$ cat src/rtl/sram_pattern_tester.sv
// sram_pattern_tester: writes an address-derived pattern over 0..2^TEST_ALOG2-1, reads it back and counts mismatches
module sram_pattern_tester #(
  parameter int ADDR_WIDTH = 19,
  parameter int DATA_WIDTH = 8,
  parameter int TEST_ALOG2 = 14,
  parameter int ERR_WIDTH  = 16
) (
  input  logic                  clk,
  input  logic                  reset_l,
  input  logic                  start,
  input  logic [DATA_WIDTH-1:0] seed,
  output logic                  sram_req,
  output logic                  sram_rh_wl,
  output logic [ADDR_WIDTH-1:0] sram_addr,
  output logic [DATA_WIDTH-1:0] sram_data_w,
  input  logic [DATA_WIDTH-1:0] sram_data_r,
  input  logic                  sram_data_r_en,
  output logic                  busy,
  output logic                  done,
  output logic                  pass,
  output logic [ERR_WIDTH-1:0]  err_count,
  output logic [ADDR_WIDTH-1:0] first_err_addr
);
  typedef enum logic [2:0] {IDLE, WRITE, READ, DRAIN, DONE} state_t;
  localparam int PW = TEST_ALOG2 > DATA_WIDTH ? TEST_ALOG2 : DATA_WIDTH;
  state_t                  state_q, state_d;
  logic [TEST_ALOG2-1:0]   cnt_q, cnt_d, exp_addr_q;
  logic [DATA_WIDTH-1:0]   seed_q, seed_d;
  logic [ERR_WIDTH-1:0]    err_d;
  logic [ADDR_WIDTH-1:0]   first_d;
  logic                    rd_pend_q, accept, last, mismatch, req_d;
  function automatic logic [DATA_WIDTH-1:0] pat(input logic [TEST_ALOG2-1:0] a,
                                                input logic [DATA_WIDTH-1:0] s);
    logic [PW-1:0] x;
    x = PW'(a);
    return DATA_WIDTH'(x ^ (x >> DATA_WIDTH)) ^ s;
  endfunction
  // Request outputs are registered from next-state so they line up with the state they belong to
  always_comb begin
    accept   = start && (state_q == IDLE || state_q == DONE);
    last     = &cnt_q;
    seed_d   = accept ? seed : seed_q;
    cnt_d    = accept ? '0 : (state_q == WRITE || state_q == READ) ? cnt_q + 1'b1 : cnt_q;
    state_d  = accept ? WRITE :
               state_q == WRITE && last ? READ :
               state_q == READ && last ? DRAIN :
               state_q == DRAIN ? DONE : state_q;
    mismatch = sram_data_r_en && rd_pend_q && sram_data_r != pat(exp_addr_q, seed_q);
    err_d    = accept ? '0 : mismatch && !(&err_count) ? err_count + 1'b1 : err_count;
    first_d  = accept ? '0 : mismatch && err_count == '0 ? ADDR_WIDTH'(exp_addr_q) : first_err_addr;
    req_d    = state_d == WRITE || state_d == READ;
  end
  always_ff @(posedge clk or negedge reset_l) begin
    if (!reset_l) begin
      state_q        <= IDLE;
      cnt_q          <= '0;
      seed_q         <= '0;
      exp_addr_q     <= '0;
      rd_pend_q      <= 1'b0;
      sram_req       <= 1'b0;
      sram_rh_wl     <= 1'b0;
      sram_addr      <= '0;
      sram_data_w    <= '0;
      busy           <= 1'b0;
      done           <= 1'b0;
      pass           <= 1'b0;
      err_count      <= '0;
      first_err_addr <= '0;
    end else begin
      state_q        <= state_d;
      cnt_q          <= cnt_d;
      seed_q         <= seed_d;
      exp_addr_q     <= state_q == READ ? cnt_q : exp_addr_q;
      rd_pend_q      <= state_q == READ;
      sram_req       <= req_d;
      sram_rh_wl     <= state_d == READ;
      sram_addr      <= req_d ? ADDR_WIDTH'(cnt_d) : '0;
      sram_data_w    <= state_d == WRITE ? pat(cnt_d, seed_d) : '0;
      busy           <= state_d == WRITE || state_d == READ || state_d == DRAIN;
      done           <= state_q == DONE && !accept;
      pass           <= state_q == DONE && !accept && err_d == '0;
      err_count      <= err_d;
      first_err_addr <= first_d;
    end
  end
endmodule

$ cat config.mk
export PLATFORM = sky130hd
export DESIGN_NAME = sram_pattern_tester
export DESIGN_NICKNAME = d
export VERILOG_FILES = /design/src/rtl/sram_pattern_tester.sv
export SDC_FILE = /design/constraint.sdc
export NUM_CORES = 1
export LEC_CHECK = 0
export CAP_MARGIN = 20
export CORE_UTILIZATION = 40
export DETAILED_ROUTE_END_ITERATION = 10
export HOLD_SLACK_MARGIN = 0.06
export REMOVE_ABC_BUFFERS = 1
export SLEW_MARGIN = 20
export SYNTH_ARGS = -nofsm -noshare
export SYNTH_HDL_FRONTEND = slang
export SYNTH_SLANG_ARGS = --single-unit
$ cat constraint.sdc
create_clock -name clk -period 4.5 [get_ports clk]
set_clock_uncertainty 0.05 [all_clocks]
set_input_delay 0.9 -clock clk [delete_from_list [all_inputs] [get_ports clk]]
set_output_delay 0.9 -clock clk [all_outputs]
set_load 0.01 [all_outputs]
==> results of run 1 <==
-- worst max-delay path by stage --
stage | start | to
finish | sram_data_r[5] | pass$_DFF_PN0_
CTS | sram_data_r[2] | pass$_DFF_PN0_
global route | sram_data_r[5] | pass$_DFF_PN0_
floorplan | start | pass$_DFF_PN0_
detailed placement | sram_data_r[5] | pass$_DFF_PN0_
global placement | sram_data_r[5] | pass$_DFF_PN0_
-- cells in the final DEF (no fill, tap or decap), types with 3 or more instances in the layout --
master            n
nand3_1          18
a21oi_1          11
conb_1           10
a21o_1            3
or4_1             3
and3_1            3
nand2b_1          6
nor4_1            6
xor2_1           20
mux2i_1          18
buf_4             8
nor4_2            3
a211oi_1          3
or3_1             4
xnor2_1          38
inv_1             7
clkdlybuf4s50_1  75
dfrtp_1          97
nand2_1          46
o31ai_1           3
nand4_1           7
o21ai_0           3
nor2_1           56
ha_1              3
bufinv_16         3
mux2_2           15
and2_1            6
clkbuf_16         9
nor3_1           15
-- critical path: cells and delay by family --
family,cells,cell delay (ns)
compound gates,1,0.26
xor+xnor,2,0.28
simple gates,4,1.60
mux,1,0.32
buf+inv,1,0.47
-- area by class of cell --
| cell class | instances | area [µm²] |
|---|---|---|
| inverter | 7 | 26.3 |
| sequential | 97 | 2430 |
| clock buffer | 11 | 253 |
| tap | 143 | 179 |
| clock inverter | 4 | 98.8 |
| timing repair buffer | 84 | 831 |
| multi-input combinational | 326 | 2130 |
| fill | 1070 | 5520 |
-- state kept, by name (all words and copies together) (netlist names) --
register and flops:
cnt_q 14, sram_req 1, sram_addr 14, seed_q 8, sram_rh_wl 1, state_q 3
sram_data_w 8, busy 1, exp_addr_q 14, first_err_addr 14, rd_pend_q 1, err_count 16
done 1, pass 1
-- where the power goes --
group / switching [W] / leakage [nW] / internal [W] / total [W]
Clock: 0.000321 / 0.172 / 0.000573 / 0.000894
Sequential: 0.000126 / 1.25 / 0.00104 / 0.00116
Combinational: 0.000318 / 1.28 / 0.000352 / 0.000670
-- metal layers --
metal / wire (µm) / GRT usage [%] / vias up
met5: 0 / 0 / -
met4: 105 / 4.98 / 0
met3: 505 / 4.06 / 10
met2: 5320 / 30.9 / 76
met1: 5470 / 27.5 / 1696
li1: - / - / 1659
-- through the flow --
step	power (W)	std cells	instance area [µm²]	hold slack [ns]	setup slack (ns)
after floorplan	0.00152	430	4580	0.452	0.725
after global placement	0.00185	657	5600	0.465	0.550
after detailed placement	0.00185	657	5600	0.470	0.521
after CTS	0.00276	672	5950	0.487	0.874
after global routing	0.00287	672	5950	0.511	0.721
final	0.00273	672	5950	0.477	0.853
-- kinds of logic (layout without fill, tap and decap cells) --
| group | count (synthesis) | in the layout | share of synthesized area (%) |
|---|---|---|---|
| flip-flops | 97 | 97 | 51.5 |
| AND/OR/NAND/NOR | 186 | 186 | 19.7 |
| buffers and inverters | 37 | 106 | 4.04 |
| multiplexers | 35 | 35 | 7.97 |
| adder cells (fa/ha/maj) | 3 | 3 | 0.797 |
| XOR/XNOR | 58 | 58 | 10.8 |
| AO/OA/AOI/OAI | 34 | 34 | 5.13 |
| other | 1 | 10 | 0.0796 |
==> flow_summary.ini, run 1 <==
[status]
status = finished clean

[detailed_routing]
num_vias = 3441
drtIter0Drc = 126
avgViaCountPerCell = 5.12
drt_wl_total_um = 11400
dr.pass1.iters = 4
wire_per_inst_um = 17.0
ant_nets = 0
drc = 0

[worst_hold_path]
worstHoldStart = first_err_addr[8]$_DFFE_PN0P_
worstHoldPathCells = 2
hp-class = flop to flop
min_to = first_err_addr[8]$_DFFE_PN0P_

[clock_network]
cts_buffer_depth = 2
cts-hold-fix-buffers = 0
cts-root-buf = clkbuf_16
insertion_delay_ns = 0.34
post-cts-setup-buffers = 0
cts_tree = built
cts_inserted_buffers = 9
htree_levels = 3
cts.sinks = 97
clkTransAtPathRegs_ns = 0.07
cts_resized = 0

[floorplan]
coreArea_um2 = 11500
die_x_um = 111
row_count = 39
io_pins = 87
die_h_um = 111
dieArea_um2 = 12200
floorplan.initialDensity_pct = 41.1

[synth]
synth_top_area_share_pct = 51.5
synth_common_cells = dfrtp_1 (97), nor2_1 (57), nand2_1 (46), xnor2_1 (38), xor2_1 (20)
synthArstFlopShare_pct = 100
synthCells = 451
ys_dominant_reg_cell = dfrtp_1
avgSynthCellArea_um2 = 10.4
yosys_warnings = 0
synth_most_common_cell = dfrtp_1
ys_seq_area_share_pct = 51.5
synth_top_area_cell = dfrtp_1
netlist_area_um2 = 4710
synth_area_leaders = dfrtp_1 (52%), xnor2_1 (7.1%), nor2_1 (4.5%), mux2i_1 (3.8%), xor2_1 (3.7%)
synth_seq_cells = 97
synth_edf_count = 0
ys_types = 50

[setup_path]
critPathMaxFanout = 14
crit_chain = clkdlybuf4s50_1 -> xor2_1 -> xnor2_1 -> nor4_2 -> and2_1 -> nor3_2 -> mux2_4 -> or4_4 -> a2111oi_4
r2r-end = pass$_DFF_PN0_
max_stage_delay_ns = 0.53
regToRegSetupSlack_ns = 1.38
path_class = input pin to flop
slowest_stage = and2_1
worst_ep_required_time_ns = 4.69
ff2ff_path_depth = 8
cp-start-kind = input pin
crit_path_end_kind = flop
r2r-start = exp_addr_q[4]$_DFFE_PN0P_
cp_data_arrival_time_ns = 3.84

[grt]
grt-ovfl-total = 0
grt_pass1_wl_um = 18700
grt_pass1_vias = 3479
track_usage_pct = 19.6
grt_antenna_before_repair = 0
grt_max_degree = 75

[timing]
finalMaxSlewViolations = 0
tns_ns = 0
period_share_pct = 81.0
setup-violations-final = 0
tightestPinTransition_ns = 0.958
grt_setup_unrepaired = no
slew-limit-headroom_pct = 36.1
finalHoldViolations = 0
fin_crit_ns = 3.65
fmax_mhz = 274

[finish]
final_core_util_pct = 51.9
fin_nets = 548
drive_gt1_share_pct = 9.26
syn2layout_area_growth_pct = 26.3
n_antenna_cell = 0

[place]
io_buffers = 76
dp_hpwl_um = 8150
place_congestion = 0.836

[pwr]
power_leakage_nw = 2.71
powerDensity_nw_per_um2 = 458
ir_worst_vdd_mv = 0.232

[flow_run]
cap_violations = 0
(Power assumes the default switching activity.)
==> inputs of run 2 (changes only) <==
Settings changed: PLACE_DENSITY from default to 0.66.
Clock period 4.5 ns to 3.1 ns, I/O delays scaled along.
==> run 2 against run 1 <==
- setup slack worse by 0.74 ns
- count of clock-buffer cells in the layout is 1 lower
- die area stayed put
- clock power is 38% higher
- non-clock buffer count is 35 higher
- final cell count is 5.4% higher
- wire length is 2.5% higher
- design area is 4.3% higher
- first-iteration DRC count is 22% higher
- sequential share of layout area is 1.7 points lower
- largest power group unchanged
==> flow_summary.ini, run 2 (same netlist as run 1, synthesis figures left out) <==
[clock_network]
clkTransAtPathRegs_ns = 0.07
cts-root-buf = clkbuf_16
insertion_delay_ns = 0.35
cts_buffer_depth = 2
cts_inserted_buffers = 9
htree_levels = 3
cts.sinks = 97
cts_tree = built

[detailed_routing]
dr.pass1.iters = 4
drc = 0
drt_wl_total_um = 11700
drtIter0Drc = 154
ant_nets = 0
wire_per_inst_um = 16.5
avgViaCountPerCell = 5.09
num_vias = 3603

[finish]
largest_register_ffs = 16
final_core_util_pct = 54.1
drive_gt1_share_pct = 15.6
syn2layout_area_growth_pct = 31.7
n_antenna_cell = 0
seqCellArea_um2 = 2430
fillerInstances = 1038
final_common_cell = dfrtp_1
fin_nets = 583
stdcell_count = 708
final_cell_mix = dfrtp_1 (97), clkdlybuf4s50_1 (75), nor2_1 (56), nand2_1 (46), buf_4 (43)
multi_input_area_um2 = 2150
regMostFlops = err_count

[grt]
grt_pass1_wl_um = 19200
track_usage_pct = 20.2
grt-ovfl-total = 0
grt_pass1_vias = 3699
grt_antenna_before_repair = 0
grt_max_degree = 51

[flow_run]
cap_violations = 0

[timing]
grt_setup_unrepaired = no
hold-worst-slack_ns = 0.236
slew-limit-headroom_pct = 58.3
finalMaxSlewViolations = 0
tns_ns = 0
period_share_pct = 96.2
fin_crit_ns = 2.98
tightestPinTransition_ns = 0.625
finalHoldViolations = 0
fmax_mhz = 335
setup-violations-final = 0

[floorplan]
die_h_um = 111
die_x_um = 111
io_pins = 87
coreArea_um2 = 11500
floorplan.initialDensity_pct = 41.1
row_count = 39
dieArea_um2 = 12200

[pwr]
power_leakage_nw = 2.87
clock_power_share_pct = 31.4
sw_frac_of_total_pct = 29.8
p_int_w = 0.00274
pwr-share-seq_pct = 43.2
powerDensity_nw_per_um2 = 629
power_w = 0.00391
switching_power_w = 0.00116
comb_power_share_pct = 25.4
ir_worst_vdd_mv = 0.336

[status]
status = finished clean

[setup_path]
critPathMaxFanout = 6
path_class = input pin to flop
cp_data_arrival_time_ns = 3.18
ff2ff_path_depth = 10
worst_ep_required_time_ns = 3.29
cp-start-kind = input pin
crit_path_end_kind = flop
r2r-start = err_count[1]$_DFF_PN0_
crit_start = sram_data_r[0]

[place]
place_congestion = 0.856
io_buffers = 76
post-place-cells = 688
dp_hpwl_um = 8530

[worst_hold_path]
hp-class = input pin to async pin
## run 2: cell types whose count changed in the layout (fill, tap and decap cells not counted), moves of 2 or more
cell and change:
buf_4 +35, clkbuf_8 -2, o31ai_1 -2, o31ai_2 +2
## run 2: stage by stage
step           setup slack, ns  cell area, µm²
2_1_floorplan           -0.395            4580
3_3_place_gp            -0.254            5830
3_5_place_dp            -0.318            5830
4_1_cts                 0.0449            6150
5_1_grt                 0.0288            6200
6_report                 0.117            6200
## run 2: critical path: stages
cell,delay (ns)
clkdlybuf4s50_1,0.49
xor2_1,0.19
xnor2_1,0.18
nor4_2,0.06
buf_4,0.15
and2_4,0.18
buf_4,0.14
o31ai_2,0.23
a21oi_1,0.12
or4_4,0.55
a2111oi_4,0.27
## run 2: what timing repair did
action | in CTS | in global routing
gates resized for setup | 0 | 5
hold buffers | 0 | 0
endpoints found under the setup margin | 0 | 1
buffers inserted | 0 | 4
## run 2: final cells by class
type                       instances  share of cell area [%]
sequential                        97                    39.1
timing repair buffer             119                    17.6
tap                              143                    2.88
inverter                           7                   0.423
clock buffer                      10                    3.69
multi-input combinational        326                    34.7
clock inverter                     6                    1.55
## run 2: power groups by stage
stage          sequential [W]  combinational, W  clock (W)
4_1_cts               0.00169           0.00101    0.00125
5_1_grt               0.00172           0.00108    0.00131
2_1_floorplan         0.00173          0.000470          0
6_report              0.00169          0.000990    0.00123
3_3_place_gp          0.00171          0.000974          0
3_5_place_dp          0.00171          0.000992          0
## run 2: path summary, 6_finish.rpt
check / endpoint / slack [ns]
min reg2reg: first_err_addr[12]$_DFFE_PN0P_ / 0.48
min in group clk: first_err_addr[12]$_DFFE_PN0P_ / 0.48
min: err_count[10]$_DFF_PN0_ / 0.24
max reg2reg: pass$_DFF_PN0_ / 0.31
max: pass$_DFF_PN0_ / 0.12
max in group asynchronous: exp_addr_q[9]$_DFFE_PN0P_ / 2.08
## run 2: metal layers
metal	wire length (µm)	vias to the layer above	global-route usage, %
li1	-	1727	-
met2	5550	87	32.3
met5	0	-	0
met4	334	0	8.89
met1	5450	1767	26.9
met3	367	22	3.46
==> inputs of run 3 (changes only) <==
==> constraint.sdc (replaced) <==
create_clock -name clk -period 3.1 [get_ports clk]
set_clock_uncertainty 0.05 [all_clocks]
set_input_delay 0.31 -clock clk [delete_from_list [all_inputs] [get_ports clk]]
set_output_delay 0.31 -clock clk [all_outputs]
set_load 0.01 [all_outputs]
==> run 3 against run 2 <==
- register-to-register slack worse by 0.04 ns
- sequential power about the same
- core utilization down 1.5 points
- largest cell class unchanged
- sequential cell count unchanged
- highest routed layer unchanged
- clock power down 11%
- critical path depth down 3
==> flow_summary.ini, run 3 (same netlist as run 1, synthesis figures left out) <==
[clock_network]
cts_buffer_depth = 2
htree_levels = 3
clkTransAtPathRegs_ns = 0.07
insertion_delay_ns = 0.35
cts_tree = built
cts-root-buf = clkbuf_16
cts_resized = 0
cts_inserted_buffers = 9
cts.sinks = 97

[status]
status = finished clean

[grt]
grt_max_degree = 54
grt_pass1_vias = 3597
grt_antenna_before_repair = 0
track_usage_pct = 19.8
grt_pass1_wl_um = 18900
grt-ovfl-total = 0

[timing]
grt_setup_unrepaired = no
period_share_pct = 91.4
finalHoldViolations = 0
fmax_mhz = 353
finalMaxSlewViolations = 0
tightestPinTransition_ns = 0.583
fin_crit_ns = 2.83
setup-violations-final = 0
slew-limit-headroom_pct = 61.2
finalWorstSetupSlack_ns = 0.267
tns_ns = 0

[floorplan]
die_x_um = 111
row_count = 39
dieArea_um2 = 12200
io_pins = 87
coreArea_um2 = 11500
die_h_um = 111
floorplan.initialDensity_pct = 41.1

[detailed_routing]
dr.pass1.iters = 4
avgViaCountPerCell = 5.09
num_vias = 3513
ant_nets = 0
drc = 0
wire_per_inst_um = 16.6
drt_wl_total_um = 11500
drtIter0Drc = 166

[pwr]
sw_frac_of_total_pct = 30.9
p_int_w = 0.00260
power_leakage_nw = 2.77
ir_worst_vdd_mv = 0.308
switching_power_w = 0.00116
comb_power_share_pct = 26.0
power_w = 0.00377
pwr-share-seq_pct = 44.9
powerDensity_nw_per_um2 = 625
clock_power_share_pct = 29.2

[setup_path]
crit_path_end_kind = flop
cp_data_arrival_time_ns = 3.03
critPathMaxFanout = 7
cp-start-kind = flop
path_class = flop to flop
worst_ep_required_time_ns = 3.29

[place]
dp_hpwl_um = 8310
io_buffers = 76
post-place-cells = 670
pre_cts_slack_ns = 0.0143
place_congestion = 0.837

[finish]
fin_nets = 565
final_cell_mix = dfrtp_1 (97), clkdlybuf4s50_1 (75), nor2_1 (56), nand2_1 (46), xnor2_1 (38)
syn2layout_area_growth_pct = 28.0
regMostFlops = err_count
drive_gt1_share_pct = 12.1
final_common_cell = dfrtp_1
n_antenna_cell = 0
stdcell_count = 690
final_core_util_pct = 52.6
largest_register_ffs = 16

[worst_hold_path]
hp-class = input pin to async pin

[flow_run]
cap_violations = 0
-- run 3: power groups by stage --
stage | Sequential, W | Combinational [W] | Clock (W)
floorplan | 0.00173 | 0.000470 | 0
global placement | 0.00170 | 0.000972 | 0
detailed placement | 0.00171 | 0.000985 | 0
CTS | 0.00169 | 0.000996 | 0.00113
global route | 0.00172 | 0.00108 | 0.00118
finish | 0.00169 | 0.000978 | 0.00110
-- run 3: worst paths after layout --
kind / start / end / slack (ns) / depth (start not counted)
setup reg to reg: exp_addr_q[4]$_DFFE_PN0P_ / pass$_DFF_PN0_ / 0.27 / 8
setup / recovery: exp_addr_q[4]$_DFFE_PN0P_ / pass$_DFF_PN0_ / 0.27 / 8
hold / removal: reset_l / err_count[5]$_DFF_PN0_ / 0.46 / 2
max in group asynchronous: reset_l / first_err_addr[1]$_DFFE_PN0P_ / 1.86 / 3
min in group clk: first_err_addr[7]$_DFFE_PN0P_ / first_err_addr[7]$_DFFE_PN0P_ / 0.48 / 2
hold reg to reg: first_err_addr[7]$_DFFE_PN0P_ / first_err_addr[7]$_DFFE_PN0P_ / 0.48 / 2
-- run 3: repair_timing --
| item | CTS | global route |
|---|---|---|
| setup endpoints to repair | 0 | 1 |
| hold endpoints to repair | 44 | 0 |
| buffers inserted | 0 | 3 |
| hold buffers | 1 | 0 |
-- run 3: through the flow --
stage | area [µm²] | hold WS, ns
final | 6030 | 0.456
after global routing | 6030 | 0.498
after CTS | 6000 | 0.470
after detailed placement | 5690 | 0.300
after global placement | 5690 | 0.290
after floorplan | 4580 | -0.0356
-- run 3: area by class of cell --
class | count | area [µm²]
Tap cell | 143 | 179
Fill cell | 1038 | 5440
Clock buffer | 10 | 239
Timing Repair Buffer | 101 | 961
Multi-Input combinational cell | 326 | 2130
Inverter | 7 | 26.3
Sequential cell | 97 | 2430
Clock inverter | 6 | 61.3
-- run 3: critical path, cell delays in order, from the launching register on --
cell and delay, ns:
dfrtp_1 0.43, xor2_1 0.30, xnor2_1 0.12, nor4_2 0.33, and2_1 0.36, nor3_2 0.11
mux2_4 0.31, or4_4 0.44, a2111oi_4 0.27
-- run 3: layer usage --
metal / wire, µm / GRT usage (%) / part of all wire [%]
met3: 552 / 3.90 / 4.8
met4: 173 / 6.67 / 1.5
met2: 5460 / 31.2 / 48
met1: 5270 / 27.2 / 46
met5: 0 / 0 / 0
